==> src/rtl/func_sweep_pkg.sv <==
// Shared types and width helpers for the function sweep controller.
package func_sweep_pkg;

    // Sweep controller states.
    typedef enum logic [1:0] {
        ST_IDLE  = 2'd0,
        ST_DRIVE = 2'd1,
        ST_DONE  = 2'd2
    } sweep_state_t;

    localparam int N_IN_DEFAULT = 4;
    localparam int HOLD_DEFAULT = 10;

    // err_cnt must hold 2^N_IN, which needs one bit more than the vector.
    localparam int ERR_CNT_W_DEFAULT = N_IN_DEFAULT + 1;

    function automatic int err_cnt_width(input int n_in);
        return n_in + 1;
    endfunction

    // Hold counter width; a single-cycle hold still gets one bit.
    function automatic int hold_cnt_width(input int hold);
        return (hold > 1) ? $clog2(hold) : 1;
    endfunction

endpackage

==> src/rtl/func_sweep_ctrl_hold_timer.sv <==
// Hold-window timer: counts 0..HOLD-1 while enabled and flags the last cycle.
module hold_timer
    import func_sweep_pkg::*;
#(
    parameter int HOLD = HOLD_DEFAULT
) (
    input  logic clk,
    input  logic rst,
    input  logic clr,
    input  logic en,
    output logic last
);

    localparam int CW = hold_cnt_width(HOLD);
    localparam logic [CW-1:0] LAST_VAL = CW'(HOLD - 1);

    logic [CW-1:0] cnt_q;
    logic [CW-1:0] cnt_d;

    assign last = (cnt_q == LAST_VAL);

    // Next count: clear wins, otherwise step and wrap after the last cycle.
    always_comb begin
        cnt_d = cnt_q;
        if (clr) begin
            cnt_d = '0;
        end else if (en) begin
            cnt_d = last ? '0 : cnt_q + 1'b1;
        end
    end

    // Count register with synchronous reset.
    always_ff @(posedge clk) begin
        if (rst) begin
            cnt_q <= '0;
        end else begin
            cnt_q <= cnt_d;
        end
    end

endmodule

==> src/rtl/func_sweep_ctrl.sv <==
// Exhaustive sweep of a 4-input function over three implementations,
// comparing their outputs at the end of each hold window.
//
// start handshake: start is a level request sampled on every rising edge;
// it is accepted only in IDLE or DONE (accept == start && !busy), and any
// start seen while busy is dropped with no effect. There is no ready output:
// busy low means the next start will be accepted.
module func_sweep_ctrl
    import func_sweep_pkg::*;
#(
    parameter int N_IN = N_IN_DEFAULT,
    parameter int HOLD = HOLD_DEFAULT
) (
    input  logic                             clk,
    input  logic                             rst,
    input  logic                             start,
    output logic [N_IN-1:0]                  abcd,
    input  logic                             y_df,
    input  logic                             y_1mux,
    input  logic                             y_2mux,
    output logic                             busy,
    output logic                             done,
    output logic                             pass,
    output logic [err_cnt_width(N_IN)-1:0]   err_cnt,
    output logic [1:0]                       err_mask,
    output logic                             first_err_valid,
    output logic [N_IN-1:0]                  first_err_vec,
    output sweep_state_t                     state_dbg
);

    localparam int ECW = err_cnt_width(N_IN);
    localparam logic [ECW-1:0] ERR_MAX = ECW'(1 << N_IN);

    sweep_state_t      state_q, state_d;
    logic [N_IN-1:0]   abcd_q, abcd_d;
    logic              busy_q, busy_d;
    logic              done_q, done_d;
    logic              pass_q, pass_d;
    logic [ECW-1:0]    err_cnt_q, err_cnt_d;
    logic [1:0]        err_mask_q, err_mask_d;
    logic              fev_q, fev_d;
    logic [N_IN-1:0]   fvec_q, fvec_d;

    logic              timer_clr;
    logic              timer_en;
    logic              timer_last;

    logic              diff_1mux;
    logic              diff_2mux;
    logic              mismatch;
    logic              last_vec;

    hold_timer #(
        .HOLD (HOLD)
    ) u_hold_timer (
        .clk  (clk),
        .rst  (rst),
        .clr  (timer_clr),
        .en   (timer_en),
        .last (timer_last)
    );

    // The implementations are combinational, so they are compared live.
    assign diff_1mux = (y_1mux != y_df);
    assign diff_2mux = (y_2mux != y_df);
    assign mismatch  = diff_1mux | diff_2mux;
    assign last_vec  = &abcd_q;

    // Next-state and bookkeeping: defaults hold every register.
    always_comb begin
        state_d    = state_q;
        abcd_d     = abcd_q;
        busy_d     = busy_q;
        done_d     = done_q;
        pass_d     = pass_q;
        err_cnt_d  = err_cnt_q;
        err_mask_d = err_mask_q;
        fev_d      = fev_q;
        fvec_d     = fvec_q;
        timer_clr  = 1'b0;
        timer_en   = 1'b0;

        unique case (state_q)
            ST_IDLE, ST_DONE: begin
                if (start) begin
                    state_d    = ST_DRIVE;
                    abcd_d     = '0;
                    busy_d     = 1'b1;
                    done_d     = 1'b0;
                    pass_d     = 1'b0;
                    err_cnt_d  = '0;
                    err_mask_d = '0;
                    fev_d      = 1'b0;
                    fvec_d     = '0;
                    timer_clr  = 1'b1;
                end
            end

            ST_DRIVE: begin
                timer_en = 1'b1;
                if (timer_last) begin
                    // Check cycle for the current vector.
                    if (mismatch) begin
                        if (err_cnt_q != ERR_MAX) begin
                            err_cnt_d = err_cnt_q + 1'b1;
                        end
                        err_mask_d = err_mask_q | {diff_2mux, diff_1mux};
                        if (!fev_q) begin
                            fev_d  = 1'b1;
                            fvec_d = abcd_q;
                        end
                    end
                    // Terminal detection is on all-ones, never on wrap.
                    if (last_vec) begin
                        state_d   = ST_DONE;
                        busy_d    = 1'b0;
                        done_d    = 1'b1;
                        pass_d    = (err_cnt_d == '0);
                        timer_clr = 1'b1;
                    end else begin
                        abcd_d    = abcd_q + 1'b1;
                        timer_clr = 1'b1;
                    end
                end
            end

            default: begin
                state_d = ST_IDLE;
            end
        endcase
    end

    // State and result registers; reset beats start from any state.
    always_ff @(posedge clk) begin
        if (rst) begin
            state_q    <= ST_IDLE;
            abcd_q     <= '0;
            busy_q     <= 1'b0;
            done_q     <= 1'b0;
            pass_q     <= 1'b0;
            err_cnt_q  <= '0;
            err_mask_q <= '0;
            fev_q      <= 1'b0;
            fvec_q     <= '0;
        end else begin
            state_q    <= state_d;
            abcd_q     <= abcd_d;
            busy_q     <= busy_d;
            done_q     <= done_d;
            pass_q     <= pass_d;
            err_cnt_q  <= err_cnt_d;
            err_mask_q <= err_mask_d;
            fev_q      <= fev_d;
            fvec_q     <= fvec_d;
        end
    end

    assign abcd            = abcd_q;
    assign busy            = busy_q;
    assign done            = done_q;
    assign pass            = pass_q;
    assign err_cnt         = err_cnt_q;
    assign err_mask        = err_mask_q;
    assign first_err_valid = fev_q;
    assign first_err_vec   = fvec_q;
    assign state_dbg       = state_q;

endmodule

==> config.mk <==
export PLATFORM = sky130hd
export DESIGN_NAME = func_sweep_ctrl
export DESIGN_NICKNAME = d
export VERILOG_FILES = /design/src/rtl/func_sweep_pkg.sv /design/src/rtl/func_sweep_ctrl_hold_timer.sv /design/src/rtl/func_sweep_ctrl.sv
export SDC_FILE = /design/constraint.sdc
export NUM_CORES = 1
export LEC_CHECK = 0
export CORE_ASPECT_RATIO = 1.5
export CORE_MARGIN = 8
export CORE_UTILIZATION = 45
export DETAILED_ROUTE_END_ITERATION = 8
export GPL_TIMING_DRIVEN = 0
export HOLD_SLACK_MARGIN = 0.02
export PLACE_DENSITY_LB_ADDON = 0.05
export SETUP_SLACK_MARGIN = 0.4
export SLEW_MARGIN = 10
export SYNTH_ARGS = -nofsm -noshare
export SYNTH_HDL_FRONTEND = slang
export SYNTH_SLANG_ARGS = --single-unit
==> constraint.sdc <==
create_clock -name clk -period 1.65 [get_ports clk]
set_input_delay 0.2475 -clock clk [delete_from_list [all_inputs] [get_ports clk]]
set_output_delay 0.2475 -clock clk [all_outputs]
set_load 0.02 [all_outputs]
=== After elaboration in Yosys (flattened, before gate mapping) ===
Cells that the tools add are included.

* Bits in registers: 25
* Input port bits: 6
* Output and inout bits: 21
* Word-level logic and storage cells: 81

* Add/sub/neg operators: 3
* Eq/ne operators: 12
* Multiplexer cells: 42
* Bitwise operators: 2
* Reductions and logical operators: 12

{| class="wikitable"
|+ Operators by type and width
! cell !! number
|-
| 5-bit two-way mux || 6
|-
| 4-bit two-way mux || 7
|-
| 4-bit case mux with 2 select lines || 2
|-
| 4-bit AND reduction || 4
|-
| 1-bit two-way mux || 13
|-
| 2-bit two-way mux || 6
|-
| 2-bit inequality test, second input constant || 5
|-
| 1-bit case mux with 2 select lines || 5
|-
| 5-bit case mux with 2 select lines || 1
|-
| 4-bit by 1-bit adder with 4-bit output, second input constant || 2
|-
| 2-bit case mux with 2 select lines || 2
|-
| 3-bit AND reduction || 2
|-
| 5-bit by 1-bit adder with 5-bit output, second input constant || 1
|-
| 5-bit logical NOT || 1
|-
| 5-bit inequality test, second input constant || 1
|-
| 5-bit AND reduction || 1
|-
| 4-bit == test, second input constant || 1
|-
| 2-bit OR reduction || 2
|-
| 2-bit by 1-bit == test with 1-bit output, second input constant || 1
|-
| 2-bit == test, second input constant || 1
|-
| 2-bit logical NOT || 1
|-
| 1-bit inequality test || 2
|-
| 2-bit by 1-bit inequality test with 1-bit output, second input constant || 1
|-
| 2-bit bitwise OR || 1
|-
| other kinds (2) || 2
|}

=== Longest topological paths before layout ===
Gate-level depths: netlist of run 1.

* Word-level depth: 9
* Depth in mapped cells: 7
* Depth with buffers taken out: 7

=== Hierarchy ===
A second synthesis of run 1 with hierarchy kept.

* Cell total of the unflattened synthesis: 156
* Area, all modules: 1303.8 um^2

{| class="wikitable"
|+ By module, submodules not included
! module !! instances !! cells each !! area each (um^2) !! seq. area each (um^2)
|-
| func_sweep_ctrl || 1 || 135 || 1104.8 || 420.4
|-
| hold_timer || 1 || 21 || 198.9 || 80.1
|}

=== Worst setup path after synthesis of run 1 ===
OpenSTA, ideal clock, no wires.

* Path type: reg-to-reg
* Start point: reg err_cnt_q[0], in the netlist err_cnt[0]
* End point: reg pass_q, in the netlist pass
* Setup time: 122 ps
* Data arrival time: 1648 ps
* Data required time: 1528 ps
* Slack: -120 ps
* Stages on the path, launching flop included: 8
* Path buffers: 0
* Clock period less this slack: 1770 ps
* Cell sequence: dfxtp_1 -> inv_1 -> ha_1 -> and4bb_2 -> or2_2 -> o311ai_0 -> o31a_1 -> o31ai_1

* Cells in the longest elaborated chain, start to end: 9
* Elaborated cells between the ends (all ways): 10
* Classes of those cells: add/sub: 1; eq/ne: 1; mux: 7; reduce/logical: 1

{| class="wikitable"
|+ RTL lines
! element !! RTL line !! RTL
|-
| start: declaration || func_sweep_ctrl.sv:39 || <nowiki>logic [ECW-1:0] err_cnt_q, err_cnt_d;</nowiki>
|-
| start signal: assignment || func_sweep_ctrl.sv:151 || <nowiki>err_cnt_q <= err_cnt_d;</nowiki>
|-
| 5-bit by 1-bit adder with 5-bit output or 5-bit inequality test (tied branches) || func_sweep_ctrl.sv:105, func_sweep_ctrl.sv:104 ||
|-
| 5-bit two-way mux || func_sweep_ctrl.sv:104 || <nowiki>if (err_cnt_q != ERR_MAX) begin</nowiki>
|-
| 5-bit two-way mux (*) || func_sweep_ctrl.sv:103 || <nowiki>if (mismatch) begin</nowiki>
|-
| 5-bit two-way mux (*) || func_sweep_ctrl.sv:101 || <nowiki>if (timer_last) begin</nowiki>
|-
| 5-bit two-way mux (*) || func_sweep_ctrl.sv:83 || <nowiki>unique case (state_q)</nowiki>
|-
| 5-bit logical NOT (*) || func_sweep_ctrl.sv:118 || <nowiki>pass_d = (err_cnt_d == '0);</nowiki>
|-
| 1-bit two-way mux (*) || func_sweep_ctrl.sv:114 || <nowiki>if (last_vec) begin</nowiki>
|-
| 1-bit two-way mux (*) || func_sweep_ctrl.sv:101 ||
|-
| 1-bit case mux with 2 select lines (*) || func_sweep_ctrl.sv:83 ||
|-
| end signal: assignment || func_sweep_ctrl.sv:150 || <nowiki>pass_q <= pass_d;</nowiki>
|-
| end: declaration || func_sweep_ctrl.sv:38 || <nowiki>logic pass_q, pass_d;</nowiki>
|}

Mark *: on every way between the ends. The rest lies on a longest branch, timed or not. The select of a mux whose other input is x is not followed.
A chain may end at the register's enable or synchronous reset.

=== Final worst setup path of run 1 ===
* Start point: reg u_hold_timer.cnt_q[2]
* End point: reg abcd_q[2], in the netlist abcd[2]

* Cells in the longest elaborated chain, start to end: 3

{| class="wikitable"
|+ RTL lines
! element !! RTL line !! RTL
|-
| start: declaration || func_sweep_ctrl_hold_timer.sv:17 || <nowiki>logic [CW-1:0] cnt_q;</nowiki>
|-
| start signal: assignment || func_sweep_ctrl_hold_timer.sv:37 || <nowiki>cnt_q <= cnt_d;</nowiki>
|-
| 4-bit == test || func_sweep_ctrl_hold_timer.sv:20 || <nowiki>assign last = (cnt_q == LAST_VAL);</nowiki>
|-
| 2-bit by 1-bit inequality test with 1-bit output (no line) || - ||
|-
| 4-bit AND reduction (no line) || - ||
|-
| end signal: assignment || func_sweep_ctrl.sv:137 || <nowiki>abcd_q <= '0;</nowiki>
|-
| end signal: assignment || func_sweep_ctrl.sv:147 || <nowiki>abcd_q <= abcd_d;</nowiki>
|-
| end: declaration || func_sweep_ctrl.sv:35 || <nowiki>logic [N_IN-1:0] abcd_q, abcd_d;</nowiki>
|}

Every way passes these cells.

==> results_dict.tcl, run 1 <==
set metrics [dict create \
    status "complete, no violations" \
    power-per-cell-area_nw_per_um2 553 \
    period_share_pct 98.6 \
    hold_viol 0 \
    finClkSkew_ns 0.00716 \
    vias 1341 \
    switchingPower_mw 0.294 \
    total_power_mw 1.15 \
    via_per_inst 5.47 \
    syn_to_final_growth_pct 59.8 \
    max_stage_delay_ns 0.42 \
    cts_tree "done" \
    synth_edf_count 0 \
    grt_start_max_net_pins 14 \
    required_ns 1.83 \
    crit_path_end_kind "flip-flop" \
    vdd_drop_max_v 0.000605 \
    syn_nets 163 \
    seq_area_um2 532 \
    crit_path_cell_trace "or3b_4 > buf_6 > o21ai_4 > buf_4 > buf_6 > a21oi_1 > a211oi_1" \
    cts_hold_buf 0 \
    clock_power_share_pct 31.0 \
    crit_slowest_cell "or3b_4" \
    multi_input_area_um2 977 \
    n_fill_cell 222 \
    seqPwrFrac_pct 54.0 \
    synthTopCellsByCount "25 x dfxtp_1, 21 x nor2_1, 14 x a21oi_1, 13 x nand2_1, 8 x nor3_1" \
    die-area_um2 4910 \
    final_nets 216 \
    overflow 0 \
    ys_types 44 \
    start_util_pct 46.2 \
    routedWlPerCell_um 16.0 \
    p_sw_share_pct 25.5 \
    async_reset_ff_share_pct 0 \
    path_class "reg2reg" \
    rsz0062_at_grt "yes" \
    synth_top_area_share_pct 38.4 \
    ys_ff_latch 25 \
    combPwrFrac_pct 15.0 \
    clk_latency_ns 0.27 \
    grt_pass1_wl_um 5720 \
    internal_power_mw 0.860 \
    drtIter0Drc 34 \
    fin_cells 245 \
    syn_inst 154 \
    port_buffers 26 \
    syn_area_per_cell_um2 8.47 \
    synth_most_common_cell "dfxtp_1" \
    rrSetupSlack_ns 0.02 \
    fin_util_pct 73.9 \
    grt_use_total_pct 14.8 \
    antenna_found_initial 0 \
    synth.area.top_cells "dfxtp_1 38%, nor2_1 6.0%, a21oi_1 5.4%" \
    routed_wl_um 3910 \
    p_leak_nw 0.800 \
    dpl.hpwl_um 2480 \
    postPlaceCellArea_um2 1630 \
    crit_top_cell "buf_6" \
    grt_pass1_vias 1298 \
    syn_area_um2 1310 \
    cts_buffers 3 \
    yosysWarnings 0 \
    fmax_mhz 615 \
    hold_class "reg2reg" \
    final_area_um2 2090 \
    fp.dieW_um 60.0 \
    antenna_cells 0 \
    die_height_um 82.0 \
    setup_viol 0 \
    holdWs_ns 0.471 \
    place_congestion 0.802 \
    drive_above_1_share_pct 51.0 \
    maxSlewHeadroom_pct 65.2 \
    crit_arrival_ns 1.81 \
    critPathLaunchType "flip-flop" \
    core_um2 2820 \
    worstMarginPinSlew_ns 0.522 \
    synthFlopType "dfxtp_1" \
    cts.sinks 25 \
    pin_count 27 \
    ys_seq_area_share_pct 38.4 \
    drv_cap 0 \
    dp.cells 219 \
    drtAntennaViolNets 0 \
    drv_slew 0 \
    htree_levels 1 \
    min_period_ns 1.63 \
    first_pass_iters 4 \
    synth_top_area_cell "dfxtp_1" \
    remaining_drc_errors 0 \
    clkTransAtPathRegs_ns 0.09 \
    cts-root-buf "clkbuf_8" \
    row_count 24 \
    path_max_fanout 5 \
    clk_path_buf_depth 2 \
]
[path summary, 6_finish.rpt]
path,endpoint,from,cells after the start
max reg2reg,abcd[2],u_hold_timer.cnt_q[2],7
min,err_mask[1],err_mask[1],2
min reg2reg,err_mask[1],err_mask[1],2
max,abcd[2],u_hold_timer.cnt_q[2],7
[power by group through the flow]
stage	clock, mW	sequential, mW	combinational [mW]
6_report	0.358	0.623	0.173
5_1_grt	0.387	0.625	0.187
3_3_place_gp	0	0.638	0.130
2_1_floorplan	0	0.648	0.0673
3_5_place_dp	0	0.639	0.132
4_1_cts	0.366	0.625	0.156
[flip-flops by register name, indices dropped and copies added, names as in the netlist]
name                flops
abcd                    4
busy                    1
done                    1
err_cnt                 5
err_mask                2
first_err_valid         1
first_err_vec           4
pass                    1
state_dbg               2
u_hold_timer.cnt_q      4
[stage by stage]
step / setup slack (ns) / TNS (ns)
after CTS: -0.0156 / -0.0360
after global routing: -0.0871 / -0.127
final: 0.0233 / 0
after detailed placement: -0.412 / -3.81
after floorplan: 0.0886 / 0
after global placement: -0.386 / -3.31
[layer usage]
layer  share of wire [%]  track usage, %  wire length [um]  vias up
li1                    -               -                 -      655
met1                  35            13.5              1370      635
met2                  59            30.0              2290       35
met3                 3.5            2.66               137       16
met4                 2.9            6.24               112        0
met5                   0               0                 0        -
[cells in the final DEF, fill, tap and decap left out, types with 3 or more instances in the layout]
master	instances
nor3_1	3
o21ai_2	4
buf_4	17
a21oi_2	6
nand2b_1	3
nand2_1	12
xnor2_1	3
dfxtp_4	5
clkbuf_2	3
nor3_2	3
clkdlybuf4s15_1	3
nand3_1	3
o41ai_2	3
dfxtp_2	10
nor2b_1	3
a21oi_1	9
and3_4	3
nor2_4	4
clkbuf_8	3
buf_6	7
nand3b_1	5
dfxtp_1	10
clkdlybuf4s15_2	6
nor2_1	15
dlygate4sd2_1	12
o21ai_1	3
nor3_4	3
[critical path, delay by kind of cell, from the launching register on]
kind	cells	cell delay [ns]
AO/OA/AOI/OAI	3	0.42
buffers and inverters	3	0.37
AND/OR/NAND/NOR	1	0.42
flip-flops	1	0.33
[cell type report]
cell class / count / share of cell area, %
Sequential cell: 25 / 25.5
Tap cell: 39 / 2.34
Inverter: 2 / 0.480
Timing Repair Buffer: 48 / 20.6
Clock buffer: 4 / 2.16
Multi-Input combinational cell: 121 / 46.9
Buffer: 6 / 2.10
[repair_timing]
item | CTS | global route
gates resized for setup | 76 | 47
setup buffers | 13 | 8
endpoints found under the setup margin | 46 | 31
pin swaps | 13 | 11
gates cloned | 0 | 1
hold endpoints to repair | 0 | 0
[cells by family after synthesis]
kind of cell,share of synthesized area (%)
simple gates,33.0
compound gates,18.7
flops,38.4
buf+inv,2.97
xor+xnor,3.36
fa+ha+maj,2.88
mux,0.767
(Power assumes the default switching activity.)
==> inputs of run 2 (changes only) <==
- HOLD_SLACK_MARGIN: 0.02 -> not set
==> results of run 2 <==
Same layout as run 1: the final DEF is identical, and so are final timing and power.
